<file path="src/rtl/axil_cmd_master_pkg.sv">
// ----------------------------------------------------------------------------
// axil_pkg: shared types and constants for the AXI4-Lite command master.
//   - AXI4-Lite response codes
//   - FSM state enum
//   - latched command record (address field sized for the widest supported
//     ADDR_WIDTH; narrower configurations use the low bits only)
// ----------------------------------------------------------------------------
package axil_pkg;

    localparam logic [1:0] AXIL_RESP_OKAY   = 2'b00;
    localparam logic [1:0] AXIL_RESP_EXOKAY = 2'b01;
    localparam logic [1:0] AXIL_RESP_SLVERR = 2'b10;
    localparam logic [1:0] AXIL_RESP_DECERR = 2'b11;

    localparam int unsigned AXIL_ADDR_MAX = 32;

    typedef enum logic [2:0] {
        StIdle,
        StWr,
        StWb,
        StRd,
        StRdr,
        StRsp
    } axil_state_e;

    typedef struct packed {
        logic                     write;
        logic [AXIL_ADDR_MAX-1:0] addr;
        logic [31:0]              wdata;
        logic [3:0]               wstrb;
    } axil_cmd_t;

endpackage

</file>
<file path="src/rtl/axil_cmd_master_if.sv">
// ----------------------------------------------------------------------------
// axil_cmd_master_if: AXI4-Lite bus (AR/R/AW/W/B channels).
//   master modport: drives arvalid/araddr/rready, awvalid/awaddr,
//                   wvalid/wdata/wstrb, bready
//   slave modport : drives arready, rvalid/rdata/rresp, awready, wready,
//                   bvalid/bresp
// Parameter ADDR_WIDTH sets araddr/awaddr width.
// ----------------------------------------------------------------------------
interface axil_cmd_master_if #(
    parameter int unsigned ADDR_WIDTH = 12
) ();

    logic                  arvalid;
    logic                  arready;
    logic [ADDR_WIDTH-1:0] araddr;
    logic                  rvalid;
    logic                  rready;
    logic [31:0]           rdata;
    logic [1:0]            rresp;

    logic                  awvalid;
    logic                  awready;
    logic [ADDR_WIDTH-1:0] awaddr;
    logic                  wvalid;
    logic                  wready;
    logic [31:0]           wdata;
    logic [3:0]            wstrb;
    logic                  bvalid;
    logic                  bready;
    logic [1:0]            bresp;

    modport master (
        output arvalid, araddr, rready,
        output awvalid, awaddr, wvalid, wdata, wstrb, bready,
        input  arready, rvalid, rdata, rresp,
        input  awready, wready, bvalid, bresp
    );

    modport slave (
        input  arvalid, araddr, rready,
        input  awvalid, awaddr, wvalid, wdata, wstrb, bready,
        output arready, rvalid, rdata, rresp,
        output awready, wready, bvalid, bresp
    );

endinterface

</file>
<file path="src/rtl/axil_cmd_master.sv">
// ----------------------------------------------------------------------------
// axil_cmd_master: AXI4-Lite initiator driven by a valid/ready command stream.
// Each command becomes one single-beat read or write; the result comes back
// on a valid/ready response stream. One transaction in flight at a time.
//
// Ports:
//   aclk, aresetn          clock, asynchronous active-low reset
//   cmd_valid/cmd_ready    command handshake (cmd_ready is combinational)
//   cmd_write              1 = write, 0 = read
//   cmd_addr               byte address, forwarded unchanged
//   cmd_wdata, cmd_wstrb   write data / strobes
//   rsp_valid/rsp_ready    response handshake
//   rsp_write              echo of cmd_write
//   rsp_rdata              read data (0 for writes)
//   rsp_resp               AXI response code from the slave
//   ctrl                   AXI4-Lite master port (axil_cmd_master_if.master)
//
// Parameters: ADDR_WIDTH (<= 32), TIMEOUT_CYCLES.
// Optional build macro AXIL_CMD_MASTER_TIMEOUT_EN: abort a transaction that
// waits TIMEOUT_CYCLES cycles on the slave and report DECERR. Without it the
// block waits indefinitely.
// ----------------------------------------------------------------------------
module axil_cmd_master
    import axil_pkg::*;
#(
    parameter int unsigned ADDR_WIDTH     = 12,
    parameter int unsigned TIMEOUT_CYCLES = 1024
) (
    input  logic                  aclk,
    input  logic                  aresetn,

    input  logic                  cmd_valid,
    output logic                  cmd_ready,
    input  logic                  cmd_write,
    input  logic [ADDR_WIDTH-1:0] cmd_addr,
    input  logic [31:0]           cmd_wdata,
    input  logic [3:0]            cmd_wstrb,

    output logic                  rsp_valid,
    input  logic                  rsp_ready,
    output logic                  rsp_write,
    output logic [31:0]           rsp_rdata,
    output logic [1:0]            rsp_resp,

    axil_cmd_master_if.master     ctrl
);

    axil_state_e state_q;
    axil_cmd_t   cmd_q;
    axil_cmd_t   cmd_in;

    logic        awvalid_q;
    logic        wvalid_q;
    logic        arvalid_q;
    logic        bready_q;
    logic        rready_q;
    logic        rsp_valid_q;
    logic [31:0] rsp_rdata_q;
    logic [1:0]  rsp_resp_q;

    logic aw_hs;
    logic w_hs;
    logic ar_hs;
    logic b_hs;
    logic r_hs;
    logic aw_done;
    logic w_done;
    logic tmo_fire;

    // Pack the incoming command; address is zero-extended into the record.
    always_comb begin
        cmd_in                       = '0;
        cmd_in.write                 = cmd_write;
        cmd_in.addr[ADDR_WIDTH-1:0]  = cmd_addr;
        cmd_in.wdata                 = cmd_wdata;
        cmd_in.wstrb                 = cmd_wstrb;
    end

    assign aw_hs = awvalid_q & ctrl.awready;
    assign w_hs  = wvalid_q  & ctrl.wready;
    assign ar_hs = arvalid_q & ctrl.arready;
    assign b_hs  = bready_q  & ctrl.bvalid;
    assign r_hs  = rready_q  & ctrl.rvalid;

    // A write channel is finished if it already handshook or does so now.
    assign aw_done = ~awvalid_q | aw_hs;
    assign w_done  = ~wvalid_q  | w_hs;

    // Gated by aresetn so nothing is accepted while reset is held.
    assign cmd_ready = aresetn & (state_q == StIdle);

`ifdef AXIL_CMD_MASTER_TIMEOUT_EN
    localparam int unsigned TmoW = (TIMEOUT_CYCLES > 1) ? $clog2(TIMEOUT_CYCLES) : 1;
    localparam logic [TmoW-1:0] TmoMax = TmoW'(TIMEOUT_CYCLES - 1);

    logic [TmoW-1:0] tmo_cnt_q;
    logic            waiting;
    logic            any_hs;

    assign waiting  = (state_q == StWr) | (state_q == StWb) |
                      (state_q == StRd) | (state_q == StRdr);
    assign any_hs   = aw_hs | w_hs | ar_hs | b_hs | r_hs;
    // A handshake landing in the expiry cycle takes priority over the abort.
    assign tmo_fire = waiting & (tmo_cnt_q == TmoMax) & ~any_hs;

    // Saturates at TmoMax so a partial write handshake on the last cycle
    // leaves the timeout armed for the next idle-bus cycle.
    always_ff @(posedge aclk or negedge aresetn) begin
        if (!aresetn) begin
            tmo_cnt_q <= '0;
        end else if (state_q == StIdle) begin
            tmo_cnt_q <= '0;
        end else if (waiting && (tmo_cnt_q != TmoMax)) begin
            tmo_cnt_q <= tmo_cnt_q + 1'b1;
        end
    end
`else
    assign tmo_fire = 1'b0;
`endif

    // Upper address bits are constant zero when ADDR_WIDTH < 32.
    logic unused_cfg;
    assign unused_cfg = ^{cmd_q.addr, TIMEOUT_CYCLES};

    always_ff @(posedge aclk or negedge aresetn) begin
        if (!aresetn) begin
            state_q     <= StIdle;
            cmd_q       <= '0;
            awvalid_q   <= 1'b0;
            wvalid_q    <= 1'b0;
            arvalid_q   <= 1'b0;
            bready_q    <= 1'b0;
            rready_q    <= 1'b0;
            rsp_valid_q <= 1'b0;
            rsp_rdata_q <= '0;
            rsp_resp_q  <= '0;
        end else begin
            unique case (state_q)
                StIdle: begin
                    if (cmd_valid) begin
                        cmd_q <= cmd_in;
                        if (cmd_write) begin
                            awvalid_q <= 1'b1;
                            wvalid_q  <= 1'b1;
                            state_q   <= StWr;
                        end else begin
                            arvalid_q <= 1'b1;
                            state_q   <= StRd;
                        end
                    end
                end
                StWr: begin
                    if (aw_hs) awvalid_q <= 1'b0;
                    if (w_hs)  wvalid_q  <= 1'b0;
                    if (aw_done && w_done) begin
                        bready_q <= 1'b1;
                        state_q  <= StWb;
                    end
                end
                StWb: begin
                    if (ctrl.bvalid) begin
                        bready_q    <= 1'b0;
                        rsp_valid_q <= 1'b1;
                        rsp_rdata_q <= '0;
                        rsp_resp_q  <= ctrl.bresp;
                        state_q     <= StRsp;
                    end
                end
                StRd: begin
                    if (ar_hs) begin
                        arvalid_q <= 1'b0;
                        rready_q  <= 1'b1;
                        state_q   <= StRdr;
                    end
                end
                StRdr: begin
                    if (ctrl.rvalid) begin
                        rready_q    <= 1'b0;
                        rsp_valid_q <= 1'b1;
                        rsp_rdata_q <= ctrl.rdata;
                        rsp_resp_q  <= ctrl.rresp;
                        state_q     <= StRsp;
                    end
                end
                StRsp: begin
                    if (rsp_ready) begin
                        rsp_valid_q <= 1'b0;
                        state_q     <= StIdle;
                    end
                end
                default: state_q <= StIdle;
            endcase

            // Hung-bus recovery: withdraw every request and report DECERR.
            if (tmo_fire) begin
                awvalid_q   <= 1'b0;
                wvalid_q    <= 1'b0;
                arvalid_q   <= 1'b0;
                bready_q    <= 1'b0;
                rready_q    <= 1'b0;
                rsp_valid_q <= 1'b1;
                rsp_rdata_q <= '0;
                rsp_resp_q  <= AXIL_RESP_DECERR;
                state_q     <= StRsp;
            end
        end
    end

    assign ctrl.awvalid = awvalid_q;
    assign ctrl.awaddr  = cmd_q.addr[ADDR_WIDTH-1:0];
    assign ctrl.wvalid  = wvalid_q;
    assign ctrl.wdata   = cmd_q.wdata;
    assign ctrl.wstrb   = cmd_q.wstrb;
    assign ctrl.bready  = bready_q;
    assign ctrl.arvalid = arvalid_q;
    assign ctrl.araddr  = cmd_q.addr[ADDR_WIDTH-1:0];
    assign ctrl.rready  = rready_q;

    assign rsp_valid = rsp_valid_q;
    assign rsp_write = cmd_q.write;
    assign rsp_rdata = rsp_rdata_q;
    assign rsp_resp  = rsp_resp_q;

endmodule

</file>
<file path="src/flat_wrapper.sv">
// flat-port wrapper written by rule: the top's interface ports become plain ports
module axil_cmd_master_flat import axil_pkg::*;
#(
    parameter int unsigned ADDR_WIDTH     = 12,
    parameter int unsigned TIMEOUT_CYCLES = 1024
)
  (aclk, aresetn, cmd_valid, cmd_ready, cmd_write, cmd_addr, cmd_wdata, cmd_wstrb, rsp_valid, rsp_ready, rsp_write, rsp_rdata, rsp_resp, ctrl_arvalid, ctrl_araddr, ctrl_rready, ctrl_awvalid, ctrl_awaddr, ctrl_wvalid, ctrl_wdata, ctrl_wstrb, ctrl_bready, ctrl_arready, ctrl_rvalid, ctrl_rdata, ctrl_rresp, ctrl_awready, ctrl_wready, ctrl_bvalid, ctrl_bresp);
  axil_cmd_master_if #(.ADDR_WIDTH(ADDR_WIDTH)) ctrl_i ();
  input  logic aclk;
  input  logic aresetn;
  input  logic cmd_valid;
  output logic cmd_ready;
  input  logic cmd_write;
  input  logic [ADDR_WIDTH-1:0] cmd_addr;
  input  logic [31:0] cmd_wdata;
  input  logic [3:0] cmd_wstrb;
  output logic rsp_valid;
  input  logic rsp_ready;
  output logic rsp_write;
  output logic [31:0] rsp_rdata;
  output logic [1:0] rsp_resp;
  output wire logic [$bits(ctrl_i.arvalid)-1:0] ctrl_arvalid;
  output wire logic [$bits(ctrl_i.araddr)-1:0] ctrl_araddr;
  output wire logic [$bits(ctrl_i.rready)-1:0] ctrl_rready;
  output wire logic [$bits(ctrl_i.awvalid)-1:0] ctrl_awvalid;
  output wire logic [$bits(ctrl_i.awaddr)-1:0] ctrl_awaddr;
  output wire logic [$bits(ctrl_i.wvalid)-1:0] ctrl_wvalid;
  output wire logic [$bits(ctrl_i.wdata)-1:0] ctrl_wdata;
  output wire logic [$bits(ctrl_i.wstrb)-1:0] ctrl_wstrb;
  output wire logic [$bits(ctrl_i.bready)-1:0] ctrl_bready;
  input wire logic [$bits(ctrl_i.arready)-1:0] ctrl_arready;
  input wire logic [$bits(ctrl_i.rvalid)-1:0] ctrl_rvalid;
  input wire logic [$bits(ctrl_i.rdata)-1:0] ctrl_rdata;
  input wire logic [$bits(ctrl_i.rresp)-1:0] ctrl_rresp;
  input wire logic [$bits(ctrl_i.awready)-1:0] ctrl_awready;
  input wire logic [$bits(ctrl_i.wready)-1:0] ctrl_wready;
  input wire logic [$bits(ctrl_i.bvalid)-1:0] ctrl_bvalid;
  input wire logic [$bits(ctrl_i.bresp)-1:0] ctrl_bresp;
  assign ctrl_arvalid = ctrl_i.arvalid;
  assign ctrl_araddr = ctrl_i.araddr;
  assign ctrl_rready = ctrl_i.rready;
  assign ctrl_awvalid = ctrl_i.awvalid;
  assign ctrl_awaddr = ctrl_i.awaddr;
  assign ctrl_wvalid = ctrl_i.wvalid;
  assign ctrl_wdata = ctrl_i.wdata;
  assign ctrl_wstrb = ctrl_i.wstrb;
  assign ctrl_bready = ctrl_i.bready;
  assign ctrl_i.arready = ctrl_arready;
  assign ctrl_i.rvalid = ctrl_rvalid;
  assign ctrl_i.rdata = ctrl_rdata;
  assign ctrl_i.rresp = ctrl_rresp;
  assign ctrl_i.awready = ctrl_awready;
  assign ctrl_i.wready = ctrl_wready;
  assign ctrl_i.bvalid = ctrl_bvalid;
  assign ctrl_i.bresp = ctrl_bresp;
  axil_cmd_master #(.ADDR_WIDTH(ADDR_WIDTH), .TIMEOUT_CYCLES(TIMEOUT_CYCLES)) u_core (.aclk(aclk), .aresetn(aresetn), .cmd_valid(cmd_valid), .cmd_ready(cmd_ready), .cmd_write(cmd_write), .cmd_addr(cmd_addr), .cmd_wdata(cmd_wdata), .cmd_wstrb(cmd_wstrb), .rsp_valid(rsp_valid), .rsp_ready(rsp_ready), .rsp_write(rsp_write), .rsp_rdata(rsp_rdata), .rsp_resp(rsp_resp), .ctrl(ctrl_i));
endmodule
</file>
<file path="config.mk">
export PLATFORM = sky130hd
export DESIGN_NAME = axil_cmd_master_flat
export DESIGN_NICKNAME = d
export VERILOG_FILES = /design/src/rtl/axil_cmd_master_pkg.sv /design/src/rtl/axil_cmd_master_if.sv /design/src/rtl/axil_cmd_master.sv /design/src/flat_wrapper.sv
export SDC_FILE = /design/constraint.sdc
export NUM_CORES = 1
export LEC_CHECK = 0
export ABC_AREA = 1
export BUFFER_PORTS_ARGS = -buffer_cell sky130_fd_sc_hd__buf_2
export CORE_MARGIN = 2
export CORE_UTILIZATION = 49
export CTS_CLUSTER_SIZE = 24
export DETAILED_ROUTE_END_ITERATION = 8
export PLACE_DENSITY = 0.92
export SLEW_MARGIN = 40
export SYNTH_ARGS = -nofsm -noshare
export SYNTH_HDL_FRONTEND = slang
export SYNTH_SLANG_ARGS = --single-unit
export TNS_END_PERCENT = 5
</file>
<file path="constraint.sdc">
create_clock -name aclk -period 3.55 [get_ports aclk]
set_input_delay 0.5325 -clock aclk [delete_from_list [all_inputs] [get_ports aclk]]
set_output_delay 0.5325 -clock aclk [all_outputs]
set_load 0.02 [all_outputs]
</file>
Yosys cells after proc, flatten, opt, wreduce, memory -nomap -nowiden
Index checks and enable logic that the tools add are counted.
Widths: inputs -> output; s select.

word-level totals
  register bits = 92
  output and inout bits = 102
  logic and storage cells = 87

operators by class
  equal/unequal tests = 15
  mux-type cells = 34
  bitwise gates (word level) = 8
  reductions and logical operators = 17

operators with widths
  cell                number
  $mux 32             2
  $pmux 32 s2         1
  $mux 3              6
  $pmux 3 s6          1
  $reduce_and 4->1    4
  $mux 1              14
  $ne 2x2->1 const B  6
  $pmux 1 s2          5
  $reduce_bool 2->1   5
  $reduce_and 3->1    3
  $ne 2x1->1 const B  4
  $eq 3x2->1 const B  2
  $eq 3x3->1 const B  2
  $mux 2              3
  $reduce_and 6->1    1
  $and 1x1->1         4
  $pmux 2 s2          1
  $eq 3x1->1 const B  1
  $logic_not 3->1     1
  $pmux 1 s3          1
  $reduce_bool 3->1   1
  $not 1->1           2
  $or 1x1->1          2
  $reduce_and 2->1    1
  $logic_and 1x1->1   1

Depth between registers and ports, before layout
Gate-level depths: netlist of run 1.

  depth after elaboration = 5
  gate-level depth with buffers = 9
  mapped depth without buffers = 9

Worst setup path before layout of run 1
Ideal clock, no wire load.

  path kind = register to output
  from = register u_core.state_q[2]
  to = output port cmd_ready
  arrival = 1215 ps
  data required time = 3017 ps
  setup slack = 1803 ps
  cell stages (with the launch flop) = 6
  path buffers = 2
  cell sequence = dfrtp_1 buf_4 inv_1 nand2_4 clkbuf_1 nor2_1

on the way
  longest elaborated chain between the ends = 2

RTL lines
  what                    line                    RTL
  from (decl)             axil_cmd_master.sv:48   axil_state_e state_q;
  from (signal assigned)  axil_cmd_master.sv:127  state_q <= StIdle;
  from (signal assigned)  axil_cmd_master.sv:145  state_q <= StWr;
  from (signal assigned)  axil_cmd_master.sv:148  state_q <= StRd;
  $logic_not 3->1         axil_cmd_master.sv:90   assign cmd_ready = aresetn & (state_q == StIdle);
  $and 1x1->1             axil_cmd_master.sv:90
  to (decl)               flat_wrapper.sv:12      output logic cmd_ready;

Every way passes these cells.

Final worst setup path of run 1
Same ends and word-level chain as after synthesis.

==> results of run 1 <==
path summary, 6_finish.rpt:
| path | to | slack [ps] | depth (start not counted) |
|---|---|---|---|
| worst max-delay path | cmd_ready | 1190 | 4 |
| worst min-delay path | u_core.rsp_rdata[20] | 260 | 2 |
| worst max register to register | u_core.ctrl.wdata[25] | 1520 | 6 |
| worst min register to register | u_core.rsp_rdata[25] | 470 | 2 |
| max in group asynchronous | u_core.rsp_rdata[8] | 2750 | 2 |
| min in group aclk | u_core.rsp_rdata[1] | 380 | 3 |
registers in the layout, summed over array words and instances, names as in the netlist:
signal,count
u_core.state_q,3
u_core.rsp_rdata,32
u_core.rsp_resp,2
u_core.rsp_write,1
u_core.ctrl.araddr,12
u_core.ctrl.wstrb,4
u_core.ctrl.wvalid,1
u_core.ctrl.arvalid,1
u_core.ctrl.rready,1
u_core.ctrl.awvalid,1
u_core.ctrl.wdata,32
u_core.rsp_valid,1
u_core.ctrl.bready,1
kinds of logic (layout without fill, tap and decap cells):
group,after synthesis,in the layout,synth area share (%)
simple gates,257,257,26.5
compound gates,56,56,7.41
flops,92,92,59.0
buf+inv,48,228,7.09
power by group:
| part | leakage (nW) | internal, mW | switching (mW) |
|---|---|---|---|
| Sequential | 1.17 | 1.49 | 0.268 |
| Combinational | 1.72 | 0.674 | 1.51 |
| Clock | 0.0923 | 0.329 | 0.362 |
| Total | 2.99 | 2.49 | 2.14 |
placed cells by master, fill, tap and decap left out, types with 2 or more instances in the layout:
| master | n |
|---|---|
| nand2_1 | 229 |
| dfrtp_1 | 92 |
| o21ai_1 | 9 |
| nand2_2 | 2 |
| inv_6 | 2 |
| nor2_2 | 2 |
| buf_2 | 194 |
| nor2_4 | 3 |
| clkbuf_8 | 9 |
| buf_4 | 3 |
| nor2_1 | 7 |
| o21ai_0 | 43 |
| nand3_1 | 9 |
| clkinvlp_4 | 3 |
| inv_1 | 12 |
| inv_2 | 2 |
metal layers:
| layer | track usage, % | wire, um |
|---|---|---|
| met1 | 26.6 | 3980 |
| met2 | 36.2 | 4610 |
| met5 | 0 | 0 |
| met3 | 4.51 | 691 |
| met4 | 9.07 | 156 |
critical path, delay by kind of cell, from the launching register on:
kind	cells	cell delay [ps]
and+or+nand+nor	2	570
buffers and inverters	2	420
DFF	1	500
area by class of cell:
type | instances | area share, %
clock inverter | 7 | 1.49
inverter | 14 | 1.05
multi-input combinational | 313 | 26.4
timing repair buffer | 198 | 20.3
tap | 102 | 2.54
clock buffer | 9 | 2.46
sequential | 92 | 45.8
metrics by stage:
stage	hold WS (ps)	std cells	worst slack [ps]	total power [mW]	cell area [um^2]
3_3_place_gp	449	718	1350	3.86	4800
3_5_place_dp	456	719	1500	3.98	4830
5_1_grt	265	735	1020	4.96	5030
2_1_floorplan	237	453	1800	3.31	3900
6_report	259	735	1190	4.63	5030
4_1_cts	253	735	1100	4.68	5030
==> metrics.cfg, run 1 <==
[setup_path]
crit_arrival_ps = 1830
worst_r2r_startpoint = u_core.state_q[2]
timing.critical_path.fanout_max = 55
launching_instance_or_port_of_the_critical_path = u_core.state_q[2]
crit_path_max_incr_delay_ps = 500
cp_slowest_cell = dfrtp_1
crit_path_start_kind = flip-flop
setup.worst_path.class = reg -> out
crit_path_cell_trace = inv_1 > nand2_4 > nor2_1 > buf_2
worst_path_required_ps = 3020
setup.worst_path.end_class = primary output

[layout]
multiInputGateArea_um2 = 1330
fillers = 632
areaGrowthSynthToFinish_pct = 28.9
layout-drive-gt1-share_pct = 35.7
layout.area.seq_um2 = 2300
utilization_pct = 65.1
num_antenna_cells = 0
nets = 722

[routing]
routed_wl_um = 9440
post_drt_wl_per_cell_um = 12.8
routed-via-count = 3590
post-route-drc-count = 0
post_drt_via_cell_ratio = 4.88
drt_first_pass_iters = 5
drtIter0Drc = 132
detail-route-antenna-nets = 0

[status]
status = completed

[timing]
layout_worst_path_cycle_share_pct = 66.5
timing_worst_slew_pin_value_ps = 762
layout_min_cycle_time_ps = 2360
setup_total_negative_slack_ps = 0
setup_clock_skew_after_layout_ps = 11.5
fmax_ghz = 0.424
final-max-slew-violation-count = 0
relSlewSlack_pct = 49.1
finalHoldViolations = 0
timing.final.setup_violations = 0
rsz0062_at_grt = no

[synth]
synth_cell_type_count = 24
synth_enable_flop_cells = 0
netlist_instances = 453
yosys_register_bits = 92
share_of_flip_flops_with_an_asynchronous_set_or_reset_after_synthesis_pct = 100
synthFlopType = dfrtp_1
yosys_warnings = 0
synthDominantAreaCellType = dfrtp_1
synth.top_cells.by_area = dfrtp_1 (59%), nand2_1 (22%), o21ai_0 (5.5%)
synthesis.nets = 547
synth_top_area_share_pct = 59.0
synth_common_cells = nand2_1 (229), dfrtp_1 (92), o21ai_0 (43)
post-synth-top-count-cell = nand2_1
synth.avg_cell_area_um2 = 8.61
sequential_share_of_the_synthesized_area_pct = 59.0
syn-cell-area_um2 = 3900

[global_routing]
gr-total-overflow = 0
grt_first_pass_wirelength_um = 14600
grt_antenna_before_repair = 0
grt_start_max_net_pins = 56
grt.total_usage_pct = 21.4
grt_pass1_vias = 3223

[clocking]
cts_hold_buffers = 0
clk_latency_ps = 340
cts-buffers-inserted = 9
cts.clk_slew.worst_paths_ps = 90
post_cts.repair.setup_buffers = 0
cts_tree = done
clock-root-buffer = clkbuf_8
cts.htree.levels = 3
cts.sinks = 92
max-clock-path-buffers = 2
cts_resized = 0

[power_and_ir_drop]
maximum_vdd_drop_mv = 0.518
powerDensity_nw_per_um2 = 922
power.static_leakage_nw = 2.99

[die]
dieArea_um2 = 8690
num_rows = 32
io_pins = 196
start_util_pct = 50.5
die_width_um = 93.2
die_h_um = 93.2
core_area_um2 = 7730

[hold_path]
timing.hold.worst.class = in -> async

[place]
portBuffers = 195
dpl.hpwl_um = 6850
place_congestion = 0.846

[flow_run]
max_cap_viol_count = 0

Note: power is estimated with default switching activity, not from simulation.
==> run 2, diff against run 1 <==
--- a/config.mk
+++ b/config.mk
@@ -8,10 +8,10 @@
 export ABC_AREA = 1
 export BUFFER_PORTS_ARGS = -buffer_cell sky130_fd_sc_hd__buf_2
 export CORE_MARGIN = 2
-export CORE_UTILIZATION = 49
+export CORE_UTILIZATION = 41
 export CTS_CLUSTER_SIZE = 24
 export DETAILED_ROUTE_END_ITERATION = 8
-export PLACE_DENSITY = 0.92
+export PLACE_DENSITY = 0.83
 export SLEW_MARGIN = 40
 export SYNTH_ARGS = -nofsm -noshare
 export SYNTH_HDL_FRONTEND = slang
==> constraint.sdc (replaced) <==
create_clock -name aclk -period 2.1 [get_ports aclk]
set_input_delay 0.315 -clock aclk [delete_from_list [all_inputs] [get_ports aclk]]
set_output_delay 0.315 -clock aclk [all_outputs]
set_load 0.02 [all_outputs]
==> run 2 against run 1 <==
Against the previous run:
- count of clock-buffer cells in the layout grew 2
- first-iteration DRC count is 34% lower
- worst hold slack worse by 230 ps
- critical endpoint unchanged
- largest power group unchanged
- setup slack worse by 1000 ps
- critical path depth is the same
- global-route usage down 2.7 points
- clock power grew 90%
- non-clock buffer count rose by 3
- design area increased by 1.7%
- sequential cell count stayed put
- clock skew fell by 3.9 ps
==> metrics.cfg, run 2 (synthesis results as in run 1) <==
[die]
io_pins = 196  ; unchanged
core_area_um2 = 9240  ; +20%
start_util_pct = 42.2  ; -8.3 points
die_h_um = 102  ; +8.9%
die_width_um = 102  ; +8.9%
num_rows = 35  ; +9.4%
dieArea_um2 = 10300  ; +19%

[layout]
finalInstanceArea_um2 = 5110  ; +1.7%
mostFrequentLayoutCell = nand2_1
nets = 725  ; +0.42%
layout_common_cells = nand2_1 (229), buf_2 (194), dfrtp_1 (92), o21ai_0 (43), inv_1 (11)
fillers = 861  ; +36%
areaGrowthSynthToFinish_pct = 31.1
layout-drive-gt1-share_pct = 36.0  ; +0.30 points
num_antenna_cells = 0  ; unchanged

[timing]
setup_clock_skew_after_layout_ps = 7.59  ; -3.90 ps
final-max-slew-violation-count = 0  ; unchanged
fin_worst_hold_slack_ps = 30.6  ; -229 ps
rsz0062_at_grt = no
layout_worst_path_cycle_share_pct = 91.5
relSlewSlack_pct = 67.6  ; +18 points
layout_min_cycle_time_ps = 1920
fmax_ghz = 0.520
timing_worst_slew_pin_value_ps = 487  ; -275 ps
timing.final.setup_violations = 0  ; unchanged
setup_total_negative_slack_ps = 0  ; unchanged
finalHoldViolations = 0  ; unchanged
fin_ws_ps = 178  ; -1010 ps

[setup_path]
worst_path_required_ps = 1780  ; -1240 ps
timing.critical_path.fanout_max = 32  ; -42%
crit_path_max_incr_delay_ps = 460  ; -40 ps
setup.worst_path.end_class = primary output
cp_slowest_cell = dfrtp_1
crit_path_cell_trace = nor2_4 > nand2_4 > nor2_1 > buf_2
setup.worst_path.class = reg -> out
crit_arrival_ps = 1610  ; -220 ps
crit_path_start_kind = flip-flop

[place]
dpl.hpwl_um = 7150  ; +4.3%
placedInstanceArea_um2 = 4890  ; +1.2%
post_place_setup_slack_ps = 358  ; -1140 ps
portBuffers = 195  ; unchanged
place_congestion = 0.815  ; -3.7%

[routing]
routed-via-count = 3515  ; -2.1%
routed_wl_um = 9710  ; +2.9%
drtIter0Drc = 87  ; -34%
detail-route-antenna-nets = 0  ; unchanged
post-route-drc-count = 0  ; unchanged
drt_first_pass_iters = 4  ; -1
post_drt_via_cell_ratio = 4.59  ; -5.9%
post_drt_wl_per_cell_um = 12.7  ; -1.1%

[power_and_ir_drop]
powerDensity_nw_per_um2 = 1560  ; +69%
power.static_leakage_nw = 3.02  ; +1.1%
maximum_vdd_drop_mv = 0.764  ; +48%
report.power.total_mw = 7.97  ; +72%

[flow_run]
max_cap_viol_count = 0  ; unchanged

[clocking]
cts.sinks = 92  ; unchanged
cts.htree.levels = 3  ; unchanged
clock-root-buffer = clkbuf_8
cts-buffers-inserted = 9  ; unchanged
post_cts.repair.setup_buffers = 0  ; unchanged
cts_tree = done
max-clock-path-buffers = 2  ; unchanged
clk_latency_ps = 350  ; about the same
cts.clk_slew.worst_paths_ps = 90  ; about the same

[global_routing]
grt.total_usage_pct = 18.6  ; -2.7 points
grt_pass1_vias = 3387  ; +5.1%
grt_antenna_before_repair = 0  ; unchanged
grt_start_max_net_pins = 93  ; +66%
gr-total-overflow = 0  ; unchanged
grt_first_pass_wirelength_um = 15300  ; +4.8%

[status]
status = completed

[hold_path]
timing.hold.worst.class = in -> async

[run 2: per-layer routing]
layer  track usage, %  vias to the layer above  wire length (um)
met3             4.97                        9               674
met4             5.41                        0               102
li1                 -                     1753                 -
met1             22.3                     1609              4120
met2             33.0                      144              4820
met5                0                        -                 0
[run 2: worst max-delay path: cells and delay by family, from the launching register on]
family        cells  cell delay (ps)
buf+inv           1              210
flops             1              460
simple gates      3              600
[run 2: through the flow]
stage               instances  utilization (%)
finish                    765             55.3
global route              765             55.3
CTS                       765             55.3
detailed placement        749             52.9
global placement          749             52.9
floorplan                 453                -
[run 2: power by group]
part / internal, mW / switching [mW]
Sequential: 2.52 / 0.445
Clock: 0.708 / 0.601
Combinational: 1.15 / 2.55
[run 2: path summary, 6_finish.rpt]
| check | startpoint | endpoint | slack [ps] | cells after the start |
|---|---|---|---|---|
| max | u_core.state_q[1] | cmd_ready | 180 | 4 |
| min | aresetn | u_core.rsp_rdata[21] | 30 | 2 |
| max reg2reg | u_core.state_q[2] | u_core.ctrl.awvalid | 420 | 7 |
| min reg2reg | u_core.rsp_rdata[10] | u_core.rsp_rdata[10] | 470 | 2 |
| max in group asynchronous | aresetn | u_core.ctrl.wdata[31] | 1680 | 2 |
| min in group aclk | cmd_addr[4] | u_core.ctrl.araddr[4] | 160 | 3 |
[run 2: what timing repair did]
action | 4_1_cts | 5_1_grt
setup endpoints to repair | 0 | 1
resized for setup | 0 | 1
hold buffers | 0 | 0
[run 2: layout make-up]
class                   count  area (um^2)  share of cell area [%]
flip-flops and latches     92         2300                    45.0
multi-input cells         313         1320                    25.8
repair buffers            201         1050                    20.5
well taps                 129          161                    3.16
clock buffers              11          141                    2.77
clock inverters             5         85.1                    1.66
inverters                  14         52.6                    1.03
